[src/rtl/regfile_scoreboard_if.sv]
// Read, writeback and issue signals of the register file with its busy scoreboard.
// The master modport drives addresses and writes. The slave modport returns read data and busy flags.
interface regfile_scoreboard_if #(
    parameter int DATA_W = 32,
    parameter int ADDR_W = 5
);
    logic [ADDR_W-1:0] rd_addr1;
    logic [ADDR_W-1:0] rd_addr2;
    logic [DATA_W-1:0] rd_data1;
    logic [DATA_W-1:0] rd_data2;
    logic              rd_busy1;
    logic              rd_busy2;
    logic              wr_en;
    logic [ADDR_W-1:0] wr_addr;
    logic [DATA_W-1:0] wr_data;
    logic              set_busy;
    logic [ADDR_W-1:0] set_addr;
    logic              any_busy;

    modport master (
        output rd_addr1, rd_addr2, wr_en, wr_addr, wr_data, set_busy, set_addr,
        input  rd_data1, rd_data2, rd_busy1, rd_busy2, any_busy
    );

    modport slave (
        input  rd_addr1, rd_addr2, wr_en, wr_addr, wr_data, set_busy, set_addr,
        output rd_data1, rd_data2, rd_busy1, rd_busy2, any_busy
    );
endinterface

[src/rtl/regfile_scoreboard.sv]
// Register file with two combinational read ports, one write port and write-to-read bypass.
// A per-register busy scoreboard is set at issue and cleared at writeback.
module regfile_scoreboard #(
    parameter int DATA_W   = 32,
    parameter int ADDR_W   = 5,
    parameter int ZERO_REG = 1
) (
    input  logic                 clk,
    input  logic                 rst_n,
    regfile_scoreboard_if.slave  rf
);
    localparam int NUM_REGS = 2 ** ADDR_W;
    localparam bit zeroEn   = (ZERO_REG != 0);

    logic [DATA_W-1:0]   regMem [NUM_REGS];
    logic [NUM_REGS-1:0] busyQ;
    logic [NUM_REGS-1:0] busyNext;
    logic                writeOk;
    logic                setOk;
    logic                zeroHit1;
    logic                zeroHit2;
    logic                wrHit1;
    logic                wrHit2;

    assign writeOk = rf.wr_en && !(zeroEn && (rf.wr_addr == '0));
    assign setOk   = rf.set_busy && !(zeroEn && (rf.set_addr == '0));

    // The bypass is gated by rst_n so the read ports return 0 for the whole time reset is held.
    assign zeroHit1 = zeroEn && (rf.rd_addr1 == '0);
    assign zeroHit2 = zeroEn && (rf.rd_addr2 == '0);
    assign wrHit1   = rst_n && rf.wr_en && (rf.wr_addr == rf.rd_addr1);
    assign wrHit2   = rst_n && rf.wr_en && (rf.wr_addr == rf.rd_addr2);

    always_comb begin
        busyNext = busyQ;
        if (rf.wr_en) begin
            busyNext[rf.wr_addr] = 1'b0;
        end
        // Set is applied after clear: a new producer issued while the old one retires keeps the bit busy.
        if (setOk) begin
            busyNext[rf.set_addr] = 1'b1;
        end
        if (zeroEn) begin
            busyNext[0] = 1'b0;
        end
    end

    always_ff @(posedge clk or negedge rst_n) begin
        if (!rst_n) begin
            for (int i = 0; i < NUM_REGS; i++) begin
                regMem[i] <= '0;
            end
            busyQ <= '0;
        end else begin
            if (writeOk) begin
                regMem[rf.wr_addr] <= rf.wr_data;
            end
            busyQ <= busyNext;
        end
    end

    always_comb begin
        rf.rd_data1 = regMem[rf.rd_addr1];
        if (zeroHit1) begin
            rf.rd_data1 = '0;
        end else if (wrHit1) begin
            rf.rd_data1 = rf.wr_data;
        end
    end

    always_comb begin
        rf.rd_data2 = regMem[rf.rd_addr2];
        if (zeroHit2) begin
            rf.rd_data2 = '0;
        end else if (wrHit2) begin
            rf.rd_data2 = rf.wr_data;
        end
    end

    assign rf.rd_busy1 = busyQ[rf.rd_addr1] && !wrHit1;
    assign rf.rd_busy2 = busyQ[rf.rd_addr2] && !wrHit2;
    assign rf.any_busy = |busyQ;
endmodule

[src/flat_wrapper.sv]
// flat-port wrapper written by rule: the top's interface ports become plain ports
module regfile_scoreboard_flat 
#(
    parameter int DATA_W   = 32,
    parameter int ADDR_W   = 5,
    parameter int ZERO_REG = 1
)
  (clk, rst_n, rf_rd_addr1, rf_rd_addr2, rf_wr_en, rf_wr_addr, rf_wr_data, rf_set_busy, rf_set_addr, rf_rd_data1, rf_rd_data2, rf_rd_busy1, rf_rd_busy2, rf_any_busy);
  regfile_scoreboard_if #(.DATA_W(DATA_W), .ADDR_W(ADDR_W)) rf_i ();
  input  logic clk;
  input  logic rst_n;
  input wire logic [$bits(rf_i.rd_addr1)-1:0] rf_rd_addr1;
  input wire logic [$bits(rf_i.rd_addr2)-1:0] rf_rd_addr2;
  input wire logic [$bits(rf_i.wr_en)-1:0] rf_wr_en;
  input wire logic [$bits(rf_i.wr_addr)-1:0] rf_wr_addr;
  input wire logic [$bits(rf_i.wr_data)-1:0] rf_wr_data;
  input wire logic [$bits(rf_i.set_busy)-1:0] rf_set_busy;
  input wire logic [$bits(rf_i.set_addr)-1:0] rf_set_addr;
  output wire logic [$bits(rf_i.rd_data1)-1:0] rf_rd_data1;
  output wire logic [$bits(rf_i.rd_data2)-1:0] rf_rd_data2;
  output wire logic [$bits(rf_i.rd_busy1)-1:0] rf_rd_busy1;
  output wire logic [$bits(rf_i.rd_busy2)-1:0] rf_rd_busy2;
  output wire logic [$bits(rf_i.any_busy)-1:0] rf_any_busy;
  assign rf_i.rd_addr1 = rf_rd_addr1;
  assign rf_i.rd_addr2 = rf_rd_addr2;
  assign rf_i.wr_en = rf_wr_en;
  assign rf_i.wr_addr = rf_wr_addr;
  assign rf_i.wr_data = rf_wr_data;
  assign rf_i.set_busy = rf_set_busy;
  assign rf_i.set_addr = rf_set_addr;
  assign rf_rd_data1 = rf_i.rd_data1;
  assign rf_rd_data2 = rf_i.rd_data2;
  assign rf_rd_busy1 = rf_i.rd_busy1;
  assign rf_rd_busy2 = rf_i.rd_busy2;
  assign rf_any_busy = rf_i.any_busy;
  regfile_scoreboard #(.DATA_W(DATA_W), .ADDR_W(ADDR_W), .ZERO_REG(ZERO_REG)) u_core (.clk(clk), .rst_n(rst_n), .rf(rf_i));
endmodule
[config.mk]
export PLATFORM = sky130hd
export DESIGN_NAME = regfile_scoreboard_flat
export DESIGN_NICKNAME = d
export VERILOG_FILES = /design/src/rtl/regfile_scoreboard_if.sv /design/src/rtl/regfile_scoreboard.sv /design/src/flat_wrapper.sv
export SDC_FILE = /design/constraint.sdc
export NUM_CORES = 2
export LEC_CHECK = 0
export CAP_MARGIN = 40
export CORE_MARGIN = 1.5
export CORE_UTILIZATION = 62
export CTS_CLUSTER_DIAMETER = 200
export CTS_CLUSTER_SIZE = 10
export DETAILED_ROUTE_END_ITERATION = 7
export PLACE_DENSITY = 0.76
export SLEW_MARGIN = 20
export SYNTH_ARGS = -nofsm -noshare
export SYNTH_HDL_FRONTEND = slang
export SYNTH_SLANG_ARGS = --single-unit
[constraint.sdc]
create_clock -name clk -period 3.2 [get_ports clk]
set_clock_uncertainty 0.2 [all_clocks]
set_input_delay 0.48 -clock clk [delete_from_list [all_inputs] [get_ports clk]]
set_output_delay 0.48 -clock clk [all_outputs]
set_load 0.01 [all_outputs]
==> summary.txt <==
Clock network
  • Clock transition at path regs: ~60 ps
  • Clock Latency Late Sink: between 700 and 800 ps
  • CTS Sinks: ~1.1k
  • CTS Buf Count: 115
  • CTS tree: built
  • Max Buffers Root-to-Sink: 3
  • H-tree levels: 3
  • CTS root buffer: clkbuf_16

Setup path
  • WS Path Type: reg2out
  • CP arrival: between 2000 and 3000 ps
  • Crit start category: flip-flop
  • Crit-path max FO: 3
  • Req. time, crit path: 2520 ps
  • Worst r2r src: u_core.regMem[179]
  • Crit path launch: u_core.regMem[784]
  • Crit end category: output port

Pwr
  • P per Cell Area: between 500 and 600 nW/um^2
  • Leak Pwr: a little over 0.03 uW
  • Worst VDD drop: 499.3 uV

GRT
  • Routing usage on met2: between 60% and 70%
  • GRT overflow: 0
  • Largest net degree at the start of global routing: between 150 and 200
  • Met1 track demand over resource: between 50% and 60%
  • GR Util met3: between 10% and 20%
  • GRT Resource Usage Total: between 40% and 50%
  • GRT busiest layer: met2
  • Initial antenna violation count: 3
  • First-pass GRT wire length: slightly below 300 mm
  • Vias in the first global route: 43.28k

Run status
  • Outcome: finished, violations left
  • Failing checks: setup timing

Timing
  • Fmax achieved: ~300 MHz
  • Final Cycle Share: 105.3%
  • Relative slew slack: roughly a third
  • Max Slew Vio Count: 0
  • Final WS setup: -169.1 ps
  • RSZ-0062 raised after global routing: yes
  • Final Critical Period: between 3000 and 4000 ps
  • Fin. Hold Viols: 0
  • Slew @ Worst Pin: approximately 1000 ps
  • Finish-stage setup viols: 4
  • Setup TNS: -350.1 ps

Finish
  • Share of post-route cells with drive strength above 1: 55.13%
  • Register area: 26400 um^2
  • Nets: 4563
  • Filler Cells Inserted: between 5k and 6k
  • Util after Layout: around three quarters
  • Multi-input logic area: approximately 30000 um^2
  • P&R area growth vs syn: 19.48%

Synth
  • Syn Nets: 4109
  • Cell types occupying the most area after synthesis: dfrtp_1 (46%), mux2_2 (20%), mux4_2 (16%), mux2i_1 (3.7%), clkbuf_1 (1.4%)
  • Register area share after synthesis: a little under half
  • Primary FF master, synth: dfrtp_1
  • Number of synthesized flops with an enable pin: 0
  • Yosys reg bits: ~1.1k
  • Synth Area per Inst: around 14 um^2
  • Synth area leader: dfrtp_1
  • Most frequent cell after synthesis: dfrtp_1
  • Post-synth ARST share: 100.0%
  • Synth top area share: 46.10%
  • Synth Warn #: 0
  • Post-Synthesis Cell Area: about 57000 um^2
  • Mapped Cells: approximately 4.1k
  • Yosys cell types: between 60 and 70
  • Most frequent cells after synthesis: dfrtp_1 (1055), mux2_2 (1020), mux4_2 (413)

Route
  • DRT iter0 DRCs: roughly 6.0k
  • WL per Instance: 35.27 um
  • Final antenna-violating net count: 0
  • Total detailed-routing wirelength: 201.1 mm
  • Drt pass-1 iters: 8
  • Vias per cell: about 7.5
  • Via count: approximately 43k
  • Remaining DRCs: 0

Placement
  • Post-DP HPWL: roughly 120 mm
  • Worst slack, placed: -1105 ps
  • PortBufs: about 120
  • Gpl congestion: approximately 0.93

Floorplanning
  • Initial core utilization: between 60% and 70%
  • I/O pin count: between 100 and 150
  • Die area: ~94000 um^2
  • CORE AREA: 91520 um^2
  • DIE WIDTH: around 310 um
  • Die H: approximately 300 um
  • FP Rows: 111

Worst hold path
  • HP Class: in2async

Job
  • Maxcap violations: 0
==> final timing paths <==
| kind | cells after the start | end | slack, ps |
|---|---|---|---|
| worst min register to register | 0 | u_core.regMem[1020] | 200 |
| max in group asynchronous | 5 | u_core.regMem[719] | 940 |
| worst max-delay path | 8 | rf_rd_data2[16] | -170 |
| worst max register to register | 3 | u_core.regMem[179] | 1970 |
| worst min-delay path | 4 | u_core.busyQ[1] | 10 |
| min in group clk | 0 | u_core.regMem[1020] | 200 |
==> worst max-delay path, stage by stage (launching register included) <==
cell and delay (ps):
dfrtp_1 380, mux4_2 470, a22o_1 250, a221oi_2 190, buf_4 170, o211ai_1 140
o21ai_1 140, nor2_1 70, buf_2 160
==> state kept, by name, summed over array words and instances (netlist names) <==
register and flops:
u_core.busyQ 31, u_core.regMem 1024
==> cells by family after synthesis <==
| logic type | after synthesis | share of synthesized area, % |
|---|---|---|
| and+or+nand+nor | 443 | 3.731 |
| DFF | 1055 | 46.10 |
| buffers and inverters | 450 | 4.090 |
| xor gates and xnor gates | 10 | 0.1529 |
| AOI/OAI and AO/OA | 437 | 5.514 |
| muxes | 1658 | 40.42 |
==> power by group <==
| part | switching, uW | internal, uW |
|---|---|---|
| clock | 5280 | 6420 |
| sequential | 2040 | 15900 |
| combinational | 3900 | 5450 |
==> per-layer routing <==
metal	part of all wire [%]	routed length [um]
met1	36	72920
met2	44	88400
met3	13	26170
met4	6.7	13530
met5	0.055	111
==> layout make-up <==
class,count,share of cell area [%]
multi-input combinational,2548,43.13
sequential,1055,38.58
timing repair buffer,782,11.66
clock buffer,118,4.315
tap,1186,2.168
clock inverter,5,0.09508
inverter,5,0.03474
antenna,4,0.01463
==> placed cells by master (no fill, tap or decap), types with 16 or more instances in the layout <==
cell type	Yosys	final
a21oi_1	33	28
mux4_2	413	415
o21ai_0	67	50
clkbuf_16	0	119
nand2_2	0	17
o211ai_1	29	29
nand3_1	39	36
nor2b_1	20	17
o21ai_1	1	16
nor3_2	1	22
a221o_1	21	21
o22ai_1	48	39
a22o_1	21	21
nor2_4	0	23
buf_12	8	114
buf_6	28	34
nor2_1	85	57
buf_2	109	47
a22oi_1	100	89
mux2_2	1020	1020
clkbuf_2	0	16
nor3_1	77	54
dfrtp_1	1055	1054
a211oi_2	0	18
buf_16	0	19
mux2i_1	211	207
a211oi_1	38	20
clkdlybuf4s50_1	0	39
buf_4	32	484
nand2_1	140	118
==> repair_timing <==
| item | 4_1_cts | 5_1_grt |
|---|---|---|
| hold endpoints to repair | 207 | 3 |
| gates cloned | 10 | 1 |
| resized for setup | 405 | 101 |
| hold buffers | 1 | 1 |
| setup buffers | 80 | 23 |
| endpoints found under the setup margin | 67 | 63 |
| pin swaps | 96 | 56 |
==> through the flow <==
stage	total power, uW	std cells	hold WS, ps	instance area (um^2)
global placement	26270	5473	177.0	63580
CTS	38630	5677	195.9	68040
finish	39000	5703	12.11	68430
detailed placement	26730	5475	183.3	63640
global route	40250	5701	4.450	68430
floorplan	23440	4053	-15.59	57270
(Power assumes the default switching activity.)
